$ cat src/rtl/dg0045_fetch_bridge.sv
// Fetch bridge: scans the core's multiplexed PC in two halves and fetches the
// matching instruction byte from program memory. Optional debounce: DG0045_FETCH_DEBOUNCE_EN.
module dg0045_fetch_bridge #(
  parameter int SETTLE_CYC = 1
) (
  input  logic       clk_in,
  input  logic       RESET,
  input  logic [4:0] pc_hl,
  output logic       pc_mux,
  output logic [7:0] rom_data,
  output logic       fetch_valid,
  output logic [9:0] mem_addr,
  output logic       mem_req,
  input  logic       mem_ack,
  input  logic [7:0] mem_rdata
);

  typedef enum logic [1:0] {S_LO, S_HI, S_CMP, S_REQ} state_t;

  localparam logic [2:0] SETTLE_LAST = 3'(SETTLE_CYC);

  state_t     state, state_nxt;
  logic [2:0] settle_cnt, settle_cnt_nxt;
  logic [4:0] lo, lo_nxt;
  logic [4:0] hi, hi_nxt;
  logic       pc_mux_nxt;
  logic [7:0] rom_data_nxt;
  logic       fetch_valid_nxt;
  logic [9:0] mem_addr_nxt;
  logic       mem_req_nxt;
  logic [9:0] new_addr;
  logic       addr_settled;

  assign new_addr = {hi, lo};

`ifdef DG0045_FETCH_DEBOUNCE_EN
  logic [9:0] prev_addr, prev_addr_nxt;

  // A fetch is only allowed once two consecutive scans agree.
  assign addr_settled = (new_addr == prev_addr);

  always_ff @(posedge clk_in or negedge RESET) begin
    if (!RESET) begin
      prev_addr <= 10'h000;
    end else begin
      prev_addr <= prev_addr_nxt;
    end
  end

  always_comb begin
    prev_addr_nxt = prev_addr;
    if (state == S_CMP) begin
      prev_addr_nxt = new_addr;
    end
  end
`else
  assign addr_settled = 1'b1;
`endif

  always_ff @(posedge clk_in or negedge RESET) begin
    if (!RESET) begin
      state       <= S_LO;
      settle_cnt  <= 3'd0;
      lo          <= 5'd0;
      hi          <= 5'd0;
      pc_mux      <= 1'b0;
      rom_data    <= 8'h00;
      fetch_valid <= 1'b0;
      mem_addr    <= 10'h000;
      mem_req     <= 1'b0;
    end else begin
      state       <= state_nxt;
      settle_cnt  <= settle_cnt_nxt;
      lo          <= lo_nxt;
      hi          <= hi_nxt;
      pc_mux      <= pc_mux_nxt;
      rom_data    <= rom_data_nxt;
      fetch_valid <= fetch_valid_nxt;
      mem_addr    <= mem_addr_nxt;
      mem_req     <= mem_req_nxt;
    end
  end

  always_comb begin
    state_nxt       = state;
    settle_cnt_nxt  = settle_cnt;
    lo_nxt          = lo;
    hi_nxt          = hi;
    rom_data_nxt    = rom_data;
    fetch_valid_nxt = fetch_valid;
    mem_addr_nxt    = mem_addr;
    mem_req_nxt     = mem_req;

    case (state)
      S_LO: begin
        if (settle_cnt == SETTLE_LAST) begin
          lo_nxt         = pc_hl;
          settle_cnt_nxt = 3'd0;
          state_nxt      = S_HI;
        end else begin
          settle_cnt_nxt = settle_cnt + 3'd1;
        end
      end
      S_HI: begin
        if (settle_cnt == SETTLE_LAST) begin
          hi_nxt         = pc_hl;
          settle_cnt_nxt = 3'd0;
          state_nxt      = S_CMP;
        end else begin
          settle_cnt_nxt = settle_cnt + 3'd1;
        end
      end
      S_CMP: begin
        if (fetch_valid && (new_addr == mem_addr)) begin
          state_nxt = S_LO;
        end else if (!addr_settled) begin
          state_nxt = S_LO;
        end else begin
          mem_addr_nxt    = new_addr;
          fetch_valid_nxt = 1'b0;
          mem_req_nxt     = 1'b1;
          state_nxt       = S_REQ;
        end
      end
      S_REQ: begin
        // No timeout: the request is held until memory answers.
        if (mem_ack) begin
          rom_data_nxt    = mem_rdata;
          fetch_valid_nxt = 1'b1;
          mem_req_nxt     = 1'b0;
          state_nxt       = S_LO;
        end
      end
      default: begin
        state_nxt = S_LO;
      end
    endcase

    pc_mux_nxt = (state_nxt == S_HI);
  end

endmodule

$ cat config.mk
export PLATFORM = sky130hd
export DESIGN_NAME = dg0045_fetch_bridge
export DESIGN_NICKNAME = d
export VERILOG_FILES = /design/src/rtl/dg0045_fetch_bridge.sv
export SDC_FILE = /design/constraint.sdc
export NUM_CORES = 1
export LEC_CHECK = 0
export BUFFER_PORTS_ARGS = -buffer_cell sky130_fd_sc_hd__clkbuf_2
export CORE_MARGIN = 2
export CORE_UTILIZATION = 50
export DETAILED_ROUTE_END_ITERATION = 8
export PLACE_DENSITY = 0.85
export SLEW_MARGIN = 20
export SYNTH_ARGS = -nofsm -noshare
export SYNTH_HDL_FRONTEND = slang
export SYNTH_SLANG_ARGS = --single-unit
$ cat constraint.sdc
create_clock -name clk_in -period 1.74 [get_ports clk_in]
set_input_delay 0.261 -clock clk_in [delete_from_list [all_inputs] [get_ports clk_in]]
set_output_delay 0.261 -clock clk_in [all_outputs]
set_load 0.005 [all_outputs]
# After elaboration in Yosys (flattened, before gate mapping)
# Cells that the tools add are included.
# W data, S select, Z words.
# totals
n_memories,0
inputBits,16
latchBits,0
out_inout_bits,21
word_cells,40
rom_bits,0
ff_bits,36
mem_bits_rw,0
# op_classes
n_eq_ne,8
n_reduce_logical,9
shift,0
mux,12
add_sub_neg,1
n_div,0
order_cmp,0
mul,0
n_bitwise,1
# op_table
op,count
$eq A10 B10 Y1,1
$mux W2,4
$pmux W2 S4,1
$reduce_and A2 Y1,4
$eq A2 B1 Y1 const B,2
$eq A2 B2 Y1 const B,2
$mux W1,4
$ne A2 B2 Y1 const B,2
$pmux W1 S2,2
$add A3 B1 Y3 const B,1
$eq A3 B1 Y1 const B,1
$mux W3,1
$reduce_and A3 Y1,1
$logic_not A2 Y1,1
$reduce_bool A2 Y1,1
$reduce_or A2 Y1,1
$logic_and A1 B1 Y1,1
$not A1 Y1,1

# Longest topological paths before layout
# logic_depth
ltp_word,5
mapped_depth,5
depth_no_buf,4

# Worst setup path after synthesis
# No wires, ideal clock.
# synth_path
path_type,reg2reg
from,register mem_addr[9]
to,register mem_addr[0]
synth_period_minus_slack_ps,1474
arrival_time_ps,1349
path_stages_with_launch,5
path_buffers,0
setup_time_ps,125
required_ps,1615
setup_slack_ps,266
cell_sequence,dfrtp_1 -> xnor2_1 -> nand4_1 -> o31a_2 -> mux2_4
# synth_via
elab_chain_len,4
# synth_rtl
item,line_no,source
from (decl),12,"output logic [9:0] mem_addr,"
from (signal assigned),79,mem_addr <= mem_addr_nxt;
$eq A10 B10 Y1,114,if (fetch_valid && (new_addr == mem_addr)) begin
$logic_and A1 B1 Y1,114,
$not A1 Y1 (no line),-,
$reduce_and A2 Y1 (no line),-,
# No other way between the ends.
# A chain may end at the register's enable or synchronous reset.

# Worst setup path in the final report
# layout_path
from,register mem_addr[7]
to,register mem_addr[0]
# The elaborated chain is that of the path after synthesis.

==> flow_metrics.py <==
metrics = {
    "sta": {
        "holdWs_ns": 0.1575,
        "rsz0062_at_grt": "false",
        "setup_viol": 0,
        "fmax_mhz": 629.9,
        "slew_viol_final": 0,
        "post-route-period-util": 0.9124,
        "hold_viol": 0,
        "slew_headroom": 0.6741,
        "finClkSkew_ns": 0.006422,
        "min_period_ns": 1.588,
        "worst_pin_slew_ns": 0.4852,
        "tns_ns": 0,
    },
    "routing": {
        "avgRoutedWirePerCell_um": 15.14,
        "top_layer_used": "met4",
        "wl_met3_um": 134,
        "viasPerCell": 5.289,
        "dr.pass1.iters": 3,
        "drtAntennaViolNets": 0,
        "drc": 0,
        "wl_met1_mm": 1.156,
        "first_iter_violations": 25,
        "wl_met2_mm": 1.387,
        "drt-total-wl_mm": 2.726,
        "num_vias": 952,
    },
    "setup_path": {
        "crit_path_max_fanout": 4,
        "cp-end-kind": "register",
        "crit_buf_inv": 0,
        "r2r_end": "mem_addr[0]",
        "cp.arrival_ns": 1.81,
        "path_class": "register to register",
        "worst_path_max_delay_cell": "dfrtp_1",
        "worst_setup_path_start_kind": "register",
        "cp_slowest_stage_delay_ns": 0.42,
        "critPathRequiredTime_ns": 1.96,
        "reg2reg_depth": 4,
        "path_delay_family": "flip-flops",
        "reg2reg_slack_ns": 0.15,
        "crit_chain": "xnor2_1 -> nand4_1 -> o31a_2 -> mux2_4",
        "r2r_start": "mem_addr[7]",
    },
    "floorplanning": {
        "core_region_area_sq_um": 2805,
        "top_level_ports": 37,
        "die_area_sq_um": 3482,
        "rows": 19,
        "initial_core_util": 0.5393,
        "dieHeight_um": 59.01,
        "die_w_um": 59.01,
    },
    "worst_hold_path": {
        "whs_endpoint": "rom_data[6]",
        "min-delay-start": "mem_rdata[6]",
        "hold_path.class": "primary input to register",
        "holdPathStages": 2,
    },
    "yosys": {
        "synth_nets": 120,
        "yosysSeqAreaShare": 0.5955,
        "syn_inst": 104,
        "ys_types": 19,
        "synth-seq-cells": 36,
        "synth_warnings": 0,
        "netlist_area_sq_um": 1513,
        "avgSynthCellArea_sq_um": 14.55,
    },
    "pwr": {
        "p_per_area_nw_per_um2": 1926,
        "leakagePower_uw": 0.0008308,
        "peakVddDrop_mv": 0.9825,
    },
    "placed_design": {
        "hpwl_mm": 2.011,
        "dpl_cell_area_sq_um": 1739,
        "gp_congestion": 0.7023,
        "placed_cells": 171,
        "port_buffers": 36,
    },
    "clock_tree": {
        "cts.htree.levels": 2,
        "clkTransAtPathRegs_ns": 0.10,
        "numCtsBuffers": 5,
        "tritoncts": "done",
        "clock-root-buffer": "clkbuf_4",
        "cts_resized": 0,
        "clk_path_buf_depth": 2,
        "cts.sinks": 36,
        "insertion_delay_ns": 0.33,
    },
    "grt": {
        "grt_max_degree": 37,
        "grt_usage": 0.1841,
        "grt_pass1_vias": 981,
        "grt_pass1_wl_mm": 4.505,
        "grt_overflow_total": 0,
        "antenna_found_initial": 0,
    },
    "finish": {
        "n_antenna_cell": 0,
        "nNetsFinal": 164,
        "final_area_sq_um": 1808,
        "syn2layout_area_growth_pct": 19.52,
        "drive_gt1_frac": 0.5101,
        "nFillCells": 235,
        "final_cells": 180,
    },
    "run_status": {
        "run_status": "complete, no violations",
    },
    "job": {
        "cap_violations": 0,
    },
}
-- area by class of cell --
class                   instances  area [sq um]  share of cell area
flip-flops and latches         36         900.9              0.4983
multi-input cells              64         593.1              0.3280
repair buffers                 40         212.7              0.1176
clock buffers                   8         58.81             0.03253
well taps                      31         38.79             0.02145
inverters                       1         3.754            0.002076
-- what timing repair did --
item | 4_1_cts | 5_1_grt
buffers inserted | 0 | 0
hold endpoints to repair | 36 | 0
hold buffers | 1 | 0
-- registers in the layout, indices dropped and copies added (netlist names) --
register / flops
rom_data: 8
lo: 5
fetch_valid: 1
mem_req: 1
mem_addr: 10
pc_mux: 1
state: 2
hi: 5
settle_cnt: 3
-- synthesized netlist by cell type (all sizes together) --
master  count  area share
buf         3      0.0099
dfrtp      36        0.60
inv         1      0.0025
mux2       28        0.22
nand2       5       0.012
nand2b      1      0.0041
nand3       3      0.0099
nand3b      2      0.0099
nand4       2      0.0083
nor2        1      0.0025
nor2b       2      0.0083
nor3b       1      0.0083
nor4        1       0.014
o211ai      1      0.0050
o21ai       2      0.0066
o31a        1      0.0066
o31ai       1      0.0050
xnor2      13       0.075
-- placed cells by master, fill, tap and decap left out --
| cell type | synthesis | routed |
|---|---|---|
| o31ai_1 | 1 | 1 |
| o31a_2 | 1 | 1 |
| xnor2_1 | 13 | 13 |
| mux2_4 | 3 | 3 |
| nand2_1 | 5 | 5 |
| nand3_1 | 3 | 3 |
| clkbuf_2 | 0 | 36 |
| clkbuf_8 | 0 | 1 |
| clkbuf_4 | 0 | 5 |
| o21ai_0 | 2 | 2 |
| inv_1 | 1 | 1 |
| mux2_2 | 25 | 25 |
| nor3b_2 | 1 | 1 |
| clkbuf_1 | 0 | 2 |
| nor2b_1 | 2 | 2 |
| nand4_1 | 2 | 2 |
| nor2_1 | 1 | 1 |
| nor4_4 | 1 | 1 |
| buf_4 | 0 | 3 |
| nand2b_1 | 1 | 1 |
| nand3b_1 | 2 | 2 |
| dfrtp_1 | 36 | 36 |
| o211ai_1 | 1 | 1 |
| dlygate4sd3_1 | 0 | 1 |
-- routing by layer --
layer | up-vias | GRT usage
met1 | 474 | 0.2172
met3 | 5 | 0.07860
met2 | 20 | 0.3000
met5 | - | 0
li1 | 453 | -
met4 | 0 | 0.06818
-- cells by family after synthesis --
family	after synthesis	share of synthesized area
flip-flops	36	0.5955
multiplexers	28	0.2159
AO/OA/AOI/OAI	5	0.02316
XOR/XNOR	13	0.07527
buffers and inverters	4	0.01240
AND/OR/NAND/NOR	18	0.07774
-- how the worst max path moves through the flow --
stage                 from          end  depth (start not counted)
2_1_floorplan  mem_addr[9]  mem_addr[0]                          4
3_3_place_gp   mem_addr[7]  mem_addr[4]                          4
3_5_place_dp   mem_addr[4]  mem_addr[0]                          4
4_1_cts        mem_addr[7]  mem_addr[0]                          4
5_1_grt        mem_addr[7]  mem_addr[0]                          4
6_report       mem_addr[7]  mem_addr[0]                          4
-- worst reg2reg max path: cells and delay by family, from the launching register on --
kind | cells | cell delay [ns]
flip-flops | 1 | 0.42
multiplexers | 1 | 0.31
AND/OR/NAND/NOR | 1 | 0.14
XOR/XNOR | 1 | 0.18
AO/OA/AOI/OAI | 1 | 0.42
-- power by group --
group	switching, uW	internal, uW
registers	331	1250
clock network	258	199
logic	564	879
-- per-stage QoR --
| stage | setup slack, ns | utilization | power [uW] |
|---|---|---|---|
| after CTS | 0.1266 | 0.6445 | 3531 |
| final | 0.1524 | 0.6445 | 3482 |
| after floorplan | 0.2657 | - | 2554 |
| after global placement | 0.2398 | 0.6200 | 2984 |
| after global routing | 0.06015 | 0.6445 | 3743 |
| after detailed placement | 0.1824 | 0.6200 | 3063 |
(Power assumes the default switching activity.)
